## config.mk

```make
export PLATFORM = sky130hd
export DESIGN_NAME = bus_xfer_sequencer
export DESIGN_NICKNAME = d
export VERILOG_FILES = /design/src/rtl/bus_xfer_sequencer_pkg.sv /design/src/rtl/bus_xfer_sequencer_fifo.sv /design/src/rtl/bus_xfer_sequencer.sv
export SDC_FILE = /design/constraint.sdc
export NUM_CORES = 1
export LEC_CHECK = 0
export CAP_MARGIN = 20
export CORE_UTILIZATION = 49
export CTS_CLUSTER_SIZE = 14
export DETAILED_ROUTE_END_ITERATION = 12
export HOLD_SLACK_MARGIN = 0.1
export MAX_ROUTING_LAYER = met4
export PLACE_DENSITY_LB_ADDON = 0.25
export SLEW_MARGIN = 20
export SYNTH_ARGS = -nofsm -noshare
export SYNTH_HDL_FRONTEND = slang
export SYNTH_SLANG_ARGS = --single-unit
```

## constraint.sdc

```tcl
create_clock -name clock -period 2.66 [get_ports clock]
set_clock_uncertainty 0.2 [all_clocks]
set_input_delay 0.532 -clock clock [delete_from_list [all_inputs] [get_ports clock]]
set_output_delay 0.532 -clock clock [all_outputs]
set_load 0.005 [all_outputs]
```

## src/rtl/bus_xfer_sequencer_pkg.sv

```systemverilog
// Shared bus node codes, field selects and request type for the bus transfer sequencer.
// Used by bus_xfer_fifo and bus_xfer_sequencer.
package bus_pkg;

    localparam int NUM_BUS_NODES = 24;

    localparam logic [4:0] SEL_IDLE = 5'd31;

    // Source codes (bus mux select)
    localparam logic [4:0] SRC_R0     = 5'd0;
    localparam logic [4:0] SRC_R15    = 5'd15;
    localparam logic [4:0] SRC_HI     = 5'd16;
    localparam logic [4:0] SRC_LO     = 5'd17;
    localparam logic [4:0] SRC_ZHIGH  = 5'd18;
    localparam logic [4:0] SRC_ZLOW   = 5'd19;
    localparam logic [4:0] SRC_PC     = 5'd20;
    localparam logic [4:0] SRC_MDR    = 5'd21;
    localparam logic [4:0] SRC_INPORT = 5'd22;
    localparam logic [4:0] SRC_CSIGN  = 5'd23;

    // Destination codes (load enable index)
    localparam logic [4:0] DST_R0      = 5'd0;
    localparam logic [4:0] DST_R15     = 5'd15;
    localparam logic [4:0] DST_HI      = 5'd16;
    localparam logic [4:0] DST_LO      = 5'd17;
    localparam logic [4:0] DST_Y       = 5'd18;
    localparam logic [4:0] DST_MAR     = 5'd19;
    localparam logic [4:0] DST_PC      = 5'd20;
    localparam logic [4:0] DST_MDR     = 5'd21;
    localparam logic [4:0] DST_OUTPORT = 5'd22;
    localparam logic [4:0] DST_IR      = 5'd23;

    // Field select encodings
    localparam logic [1:0] FSEL_LIT = 2'b00;
    localparam logic [1:0] FSEL_RA  = 2'b01;
    localparam logic [1:0] FSEL_RB  = 2'b10;
    localparam logic [1:0] FSEL_RC  = 2'b11;

    // IR register field LSB positions (each field is 4 bits)
    localparam int IR_RA_LSB = 23;
    localparam int IR_RB_LSB = 19;
    localparam int IR_RC_LSB = 15;

    typedef struct packed {
        logic [4:0] src;
        logic [4:0] dst;
    } xfer_req_t;

    // Map a field select onto a literal code or a register from IR
    function automatic logic [4:0] resolve_code(
        input logic [1:0]  sel,
        input logic [4:0]  lit,
        input logic [31:0] ir
    );
        logic [4:0] r;
        r = lit;
        unique case (sel)
            FSEL_LIT: r = lit;
            FSEL_RA:  r = {1'b0, ir[IR_RA_LSB +: 4]};
            FSEL_RB:  r = {1'b0, ir[IR_RB_LSB +: 4]};
            FSEL_RC:  r = {1'b0, ir[IR_RC_LSB +: 4]};
            default:  r = lit;
        endcase
        return r;
    endfunction

    // Invalid destinations produce no load enable
    function automatic logic [NUM_BUS_NODES-1:0] dst_onehot(
        input logic [4:0] dst
    );
        logic [NUM_BUS_NODES-1:0] r;
        r = '0;
        if (dst < 5'(NUM_BUS_NODES)) begin
            r = NUM_BUS_NODES'(1) << dst;
        end
        return r;
    endfunction

endpackage

```

## src/rtl/bus_xfer_sequencer_fifo.sv

```systemverilog
// Synchronous request FIFO for the bus transfer sequencer.
// DEPTH entries of xfer_req_t; flags come straight from registered pointers.
module bus_xfer_fifo
    import bus_pkg::*;
#(
    parameter int DEPTH = 4
) (
    input  logic      clock,
    input  logic      clear_n,
    input  logic      push_i,
    input  xfer_req_t wdata_i,
    input  logic      pop_i,
    output xfer_req_t rdata_o,
    output logic      full_o,
    output logic      empty_o
);

    localparam int AW = $clog2(DEPTH);

    xfer_req_t     mem_q [DEPTH];
    logic [AW:0]   wptr_q;
    logic [AW:0]   rptr_q;

    assign empty_o = (wptr_q == rptr_q);
    assign full_o  = (wptr_q[AW] != rptr_q[AW]) &&
                     (wptr_q[AW-1:0] == rptr_q[AW-1:0]);
    assign rdata_o = mem_q[rptr_q[AW-1:0]];

    // Pointer update; reset flushes all entries
    always_ff @(posedge clock) begin
        if (!clear_n) begin
            wptr_q <= '0;
            rptr_q <= '0;
        end else begin
            if (push_i && !full_o) begin
                wptr_q <= wptr_q + 1'b1;
            end
            if (pop_i && !empty_o) begin
                rptr_q <= rptr_q + 1'b1;
            end
        end
    end

    // Storage write, no reset needed
    always_ff @(posedge clock) begin
        if (push_i && !full_o) begin
            mem_q[wptr_q[AW-1:0]] <= wdata_i;
        end
    end

endmodule

```

## src/rtl/bus_xfer_sequencer.sv

```systemverilog
// Bus transfer sequencer: queues transfer requests, issues one per clock.
// Optional build macro BUS_XFER_BYPASS_EN lets requests skip an empty FIFO.
module bus_xfer_sequencer
    import bus_pkg::*;
#(
    parameter int DEPTH = 4,
    parameter int CNT_W = 16
) (
    input  logic                     clock,
    input  logic                     clear_n,
    input  logic                     req_valid,
    output logic                     req_ready,
    input  logic [4:0]               req_src,
    input  logic [1:0]               req_src_sel,
    input  logic [4:0]               req_dst,
    input  logic [1:0]               req_dst_sel,
    input  logic [31:0]              IR,
    input  logic                     stall,
    output logic [4:0]               Sout,
    output logic [NUM_BUS_NODES-1:0] bus_in_en,
    output logic                     busy,
    output logic [CNT_W-1:0]         xfer_count,
    output logic                     err
);

    typedef enum logic [1:0] {
        ST_IDLE  = 2'd0,
        ST_ISSUE = 2'd1,
        ST_STALL = 2'd2
    } state_t;

    state_t                   state_q;
    logic [4:0]               sout_q;
    logic [NUM_BUS_NODES-1:0] en_q;
    logic [CNT_W-1:0]         count_q;
    logic                     err_q;

    xfer_req_t in_req;
    xfer_req_t head_req;
    xfer_req_t issue_req;
    logic      full;
    logic      empty;
    logic      accept;
    logic      bypass;
    logic      fifo_push;
    logic      pop;
    logic      issue;
    logic      unused_ir;

    assign unused_ir = ^{IR[31:27], IR[14:0]};

    assign in_req.src = resolve_code(req_src_sel, req_src, IR);
    assign in_req.dst = resolve_code(req_dst_sel, req_dst, IR);

    assign req_ready = !full;
    assign accept    = req_valid && !full;

`ifdef BUS_XFER_BYPASS_EN
    assign bypass    = accept && empty && !stall;
`else
    assign bypass    = 1'b0;
`endif

    assign fifo_push = accept && !bypass;
    assign pop       = !empty && !stall;
    assign issue     = pop || bypass;
    assign issue_req = pop ? head_req : in_req;

    bus_xfer_fifo #(
        .DEPTH (DEPTH)
    ) u_fifo (
        .clock   (clock),
        .clear_n (clear_n),
        .push_i  (fifo_push),
        .wdata_i (in_req),
        .pop_i   (pop),
        .rdata_o (head_req),
        .full_o  (full),
        .empty_o (empty)
    );

    // Issue FSM with registered bus select, enables, count and error
    always_ff @(posedge clock) begin
        if (!clear_n) begin
            state_q <= ST_IDLE;
            sout_q  <= SEL_IDLE;
            en_q    <= '0;
            count_q <= '0;
            err_q   <= 1'b0;
        end else if (issue) begin
            state_q <= ST_ISSUE;
            sout_q  <= issue_req.src;
            en_q    <= dst_onehot(issue_req.dst);
            count_q <= count_q + 1'b1;
            if ((issue_req.src >= 5'(NUM_BUS_NODES)) ||
                (issue_req.dst >= 5'(NUM_BUS_NODES))) begin
                err_q <= 1'b1;
            end
        end else if (!empty) begin
            state_q <= ST_STALL;
            sout_q  <= SEL_IDLE;
            en_q    <= '0;
        end else begin
            state_q <= ST_IDLE;
            sout_q  <= SEL_IDLE;
            en_q    <= '0;
        end
    end

    assign Sout       = sout_q;
    assign bus_in_en  = en_q;
    assign xfer_count = count_q;
    assign err        = err_q;
    assign busy       = !empty || (state_q == ST_ISSUE);

endmodule

```

After elaboration in Yosys (flattened, before gate mapping)
Memories as Yosys holds them, arrays and structs flattened. A register that Yosys moved wholly into a read port is not among the register bits.
Index checks and enable logic that the tools add are counted.
{"block": "op_classes", "magnitude_cmp": 3, "eq_ne": 10, "n_bitwise": 1, "addsub": 3, "n_shift": 1, "reduce_logical": 16, "mux": 9}
{"cell": "$pmux W5 S4", "n": 2}
{"cell": "$shl A1 B5 Y24 const A", "n": 1}
{"cell": "$add A16 B1 Y16 const B", "n": 1}
{"cell": "$ge A5 B5 Y1 const B", "n": 2}
{"cell": "$mux W10", "n": 1}
{"cell": "$eq A2 B2 Y1 const B", "n": 4}
{"cell": "$add A3 B1 Y3 const B", "n": 2}
{"cell": "$eq A2 B1 Y1 const B", "n": 3}
{"cell": "$mux W2", "n": 3}
{"cell": "$logic_and A1 B1 Y1", "n": 5}
{"cell": "$lt A5 B5 Y1 const B", "n": 1}
{"cell": "$logic_not A2 Y1", "n": 2}
{"cell": "$reduce_and A2 Y1", "n": 2}
{"cell": "$eq A3 B3 Y1", "n": 1}
{"cell": "$logic_not A1 Y1", "n": 3}
{"cell": "$mux W1", "n": 3}
{"cell": "$reduce_and A3 Y1", "n": 1}
{"cell": "$eq A2 B2 Y1", "n": 1}
{"cell": "$logic_or A1 B1 Y1", "n": 2}
{"cell": "$reduce_or A2 Y1", "n": 1}
{"cell": "$ne A1 B1 Y1", "n": 1}
{"cell": "$not A1 Y1", "n": 1}
{"block": "word_totals", "mem_bits_rw": 40, "n_memories": 1, "reg_bits": 54}
{"memory": "u_fifo.mem_q", "depth": 4, "word_bits": 10, "read_ports": 1, "rd_ports_with_merged_regs": 1, "write_ports": 1, "line_no": "bus_xfer_sequencer_fifo.sv:20", "text": "xfer_req_t mem_q [DEPTH];"}

Logic depth before layout (Yosys ltp)
Gate-level depths: netlist of the first run.
{"block": "logic_depth", "word_depth": 7, "ltp_mapped": 6, "depth_no_buf": 4}

Cells and area by module
A second synthesis of the first run with hierarchy kept.
{"block": "hier_totals", "cells_unflattened": 324, "hier_area_um2": 4050.1}
{"mod": "bus_xfer_sequencer", "seq_area_each_um2": 960.9, "instances": 1, "cells_per_inst": 204, "area_per_inst_um2": 2040.7}
{"mod": "bus_xfer_fifo", "seq_area_each_um2": 1361.3, "instances": 1, "cells_per_inst": 120, "area_per_inst_um2": 2009.4}

Worst setup path before layout of the first run
OpenSTA, ideal clock, no wires.
{"block": "synth_timing", "path_type": "input -> register", "from": "input req_dst_sel[0]", "to": "register en_q[11] (netlist: bus_in_en[11])", "arrival_time_ns": 1.691, "path_stages": 4, "path_slack_ns": 0.638, "t_required_ns": 2.329, "path_cell_list": "mux4_1 nor2b_1 mux2i_1 nor2_1"}
{"block": "synth_between", "elab_chain_cells": 5, "word_cells_on_any_way": 9}
{"item": "start, declared", "line_no": "bus_xfer_sequencer.sv:16", "text": "input logic [1:0] req_dst_sel,"}
{"item": "$eq A2 B2 Y1 (tied with other cells)", "line_no": "bus_xfer_sequencer_pkg.sv:57", "text": "unique case (sel)"}
{"item": "$pmux W5 S4 (*)", "line_no": "bus_xfer_sequencer_pkg.sv:57"}
{"item": "$mux W10 (*)", "line_no": "bus_xfer_sequencer.sv:67", "text": "assign issue_req = pop ? head_req : in_req;"}
{"item": "$lt A5 B5 Y1", "line_no": "bus_xfer_sequencer_pkg.sv:73", "text": "if (dst < 5'(NUM_BUS_NODES)) begin"}
{"item": "$reduce_and A3 Y1 (no line)"}
{"item": "end signal, assigned", "line_no": "bus_xfer_sequencer.sv:93", "text": "en_q <= dst_onehot(issue_req.dst);"}
{"item": "end, declared", "line_no": "bus_xfer_sequencer.sv:34", "text": "logic [NUM_BUS_NODES-1:0] en_q;"}
Every way passes the cells marked *; elsewhere a longest branch is shown, timed or not.
A chain may end at the register's enable or synchronous reset.

==> flow_summary.yaml, run 1 <==
yosys:
  area_share_of_xor_xnor_cells_in_the_synthesized_design_pct: 2.04
  synth-adder-area-share_pct: 1.94
  synth_compound_area_share_pct: 4.41
  post_synth_inst_count: 296
  syn_area_per_cell_um2: 13.0
  synthTopCellsByCount: "dfxtp_1, edfxtp_1, nor2_1"
  synth.largest_area_cell: "edfxtp_1"
  synth-simple-area-share_pct: 15.0
  ys_seq_area_share_pct: 60.2
  synth_top_flop_cell: "dfxtp_1"
  synth_fp_nets: 352
  yosysUniqueCellTypes: 42
  yosysMostFrequentCell: "dfxtp_1"
  number_of_flops_mapped_to_enable_cells_by_yosys: 40
  synth.area.top_cells: "edfxtp_1, dfxtp_1, mux4_2, nor2_1, mux2i_1"
  post_synth_mux_area_share_pct: 14.2
  dominant_combinational_cell_family_by_area_after_synthesis: "simple AND/OR/NAND/NOR gates"
  synth_largest_type_area_fraction_pct: 31.1
  synth-warning-count: 0
  synth-seq-cells: 96
  synth-async-reset-ratio_pct: 0
  synth.cell_area_mm2: 0.00386
routing:
  routed-via-count: 2607
  avgViaCountPerCell: 5.31
  first_pass_iteration_count_of_the_detailed_router: 4
  post_route_ant_nets: 0
  drt-initial-drc-count: 100
  drc: 0
  wirelength_um: 7220
  wl_per_cell_um: 14.7
cts:
  clock_path_buffers: 2
  number_of_hold_buffers_added_after_cts: 0
  cts_post_setup_buffers_inserted: 0
  cts_inserted_buffers: 9
  clock_tree_from_tritoncts: "yes"
  cts-resized-gates: 0
  root_buffer: "clkbuf_8"
  clock_sinks: 96
  cts.htree.levels: 3
  path_clk_slew_ps: 90
  clock_insertion_delay_worst_skew_ps: 350
final_layout:
  area_growth_syn_to_layout_pct: 30.6
  final_cell_count_no_fill: 491
  num-fill-cells: 570
  n_antenna_cell: 0
  drive_gt1_share_pct: 13.3
  layout.nets: 443
worst_setup_path:
  worst_path_dominant_cell_family: "multiplexers"
  worst_r2r_endpoint: "xfer_count[5]$_SDFFE_PN0N_"
  worst-setup-path-type: "in -> reg"
  startpoint_type: "input port"
  critical_path_end_type: "flip-flop"
  timing.critical_path.fanout_max: 8
  r2r_setup_slack_ps: 490
  setup.worst_path.end: "bus_in_en[22]$_SDFF_PN0_"
  crit_slowest_cell: "mux4_1"
  rr_worst_depth: 5
  critical_path_required_ps: 2710
  path_buf_inv: 2
  timing.critical_path.from: "req_dst_sel[0]"
  timing.critical_path.depth: 6
  critical_path.max_stage_delay_ps: 720
  critical_path.reg2reg.startpoint: "u_fifo.wptr_q[0]$_SDFFE_PN0P_"
  path_cells: "clkdlybuf4s50_1, mux4_1, and2b_1, mux2i_2, buf_4, nor4b_1"
  crit_arrival_ps: 2560
global_route:
  globalRouteTotalUtil_pct: 19.6
  antenna_found_initial: 0
  grt_pass1_wl_um: 12300
  grt_start_max_net_pins: 25
  grt_pass1_vias: 2606
  overflow: 0
floorplan:
  initial_core_util_pct: 51.8
  die_height_um: 90.8
  placement_rows: 31
  core_region_area_mm2: 0.00745
  die_w_um: 90.8
  top_level_ports: 98
  design.die.area_mm2: 0.00824
place:
  numPlacedInstances: 475
  gpl.final_weighted_congestion: 0.718
  detailed_place_hpwl_um: 5380
  placement.io_buffers: 77
pwr:
  power.static_leakage_uw: 0.00178
  power_density_normalized_to_cell_area_mw_per_mm2: 653
  peakVddDrop_mv: 0.312
sta:
  worst-slew-pin-transition_ps: 540
  layout_min_cycle_time_ps: 2520
  slew-limit-headroom_pct: 63.0
  grt_setup_unrepaired: "no"
  setup_violations: 0
  achievable-frequency_ghz: 0.397
  final_min_period_over_clock_period_pct: 94.7
  timing_hold_violations_final: 0
  slew_violations: 0
  finalSetupTns_ps: 0
job:
  cap_violations: 0
outcome:
  outcome: "complete, no violations"
worst_hold_path:
  hold_path.class: "reg -> reg"
==> cells by family (layout without fill, tap and decap cells) <==
group / count (synthesis) / after routing
xor+xnor: 9 / 9
compound gates: 25 / 25
flops: 96 / 96
fa+ha+maj: 6 / 6
simple gates: 110 / 110
buf+inv: 19 / 115
mux: 31 / 31
==> registers in the layout (all words and copies together) (netlist names), named ones only <==
name           cells
err                1
u_fifo.wptr_q      3
u_fifo.rptr_q      3
bus_in_en         24
xfer_count        16
u_fifo.mem_q      40
Sout               5
state_q            2
==> routing by layer <==
metal	wire [µm]	GRT usage, %
met1	3080	23.2
met2	3780	33.1
met3	282	4.63
met4	82	6.05
met5	0	-
==> layout make-up <==
class,count,area [µm²],area share [%]
Clock inverter,5,62.6,1.24
Inverter,6,22.5,0.447
Sequential cell,96,2320,46.1
Timing Repair Buffer,93,891,17.7
Tap cell,99,124,2.46
Multi-Input combinational cell,181,1470,29.1
Clock buffer,11,153,3.03
==> per-stage QoR <==
| step | power [µW] | hold WS (ps) | instance area [µm²] | setup WS [ps] | utilization (%) |
|---|---|---|---|---|---|
| after CTS | 3320 | 278 | 5030 | 81.0 | 67.5 |
| after global routing | 3450 | 305 | 5040 | 0.145 | 67.7 |
| after global placement | 2330 | 251 | 4810 | -120 | 64.6 |
| after detailed placement | 2350 | 265 | 4810 | -202 | 64.6 |
| final | 3290 | 273 | 5040 | 140 | 67.7 |
| after floorplan | 2100 | 259 | 3860 | 638 | - |
==> worst reg2reg max path, cell delays in order (launching register included) <==
cell and delay (ps):
dfxtp_1 510, xnor2_1 150, a31o_1 350, buf_4 230
or4_1 500, a21oi_1 160
==> power breakdown <==
part	switching, µW	total (µW)	internal [µW]
registers	63.5	1680	1620
clock network	484	983	499
logic	293	627	335
==> cells in the final DEF (no fill, tap or decap), drive strengths merged, types with 3 or more instances in the layout <==
master         netlist  final
ha                   6      6
nor2b                6      6
nand2               19     19
inv                  6      7
nand3                6      6
nand4                6      6
mux2i               12     12
clkdlybuf4s50        0     77
nor4                 3      3
or3                  6      6
xor2                 3      3
or4                  6      6
buf                  6     16
dfxtp               56     56
a21oi               11     11
nand4b               3      3
clkbuf               7     11
nand2b               8      8
and2                 3      3
xnor2                6      6
edfxtp              40     40
nor2                33     33
o31ai                6      6
mux4                18     18
nor3b                3      3
==> worst min path at each step <==
stage	cells after the start	startpoint	slack, ps	end
after detailed placement	2	xfer_count[15]$_SDFFE_PN0N_	260	xfer_count[15]$_SDFFE_PN0N_
after global placement	2	xfer_count[15]$_SDFFE_PN0N_	250	xfer_count[15]$_SDFFE_PN0N_
after CTS	2	xfer_count[15]$_SDFFE_PN0N_	280	xfer_count[15]$_SDFFE_PN0N_
after global routing	2	xfer_count[15]$_SDFFE_PN0N_	310	xfer_count[15]$_SDFFE_PN0N_
after floorplan	2	xfer_count[15]$_SDFFE_PN0N_	260	xfer_count[15]$_SDFFE_PN0N_
final	2	xfer_count[15]$_SDFFE_PN0N_	270	xfer_count[15]$_SDFFE_PN0N_
Note: power is estimated with default switching activity, not from simulation.
==> run 2: changes to the inputs <==
--- a/config.mk
+++ b/config.mk
@@ -16,3 +16,4 @@
 export SYNTH_ARGS = -nofsm -noshare
 export SYNTH_HDL_FRONTEND = slang
 export SYNTH_SLANG_ARGS = --single-unit
+export TNS_END_PERCENT = 20
==> results of run 2 <==
No change in the layout: final DEF, timing and power equal those of run 1.
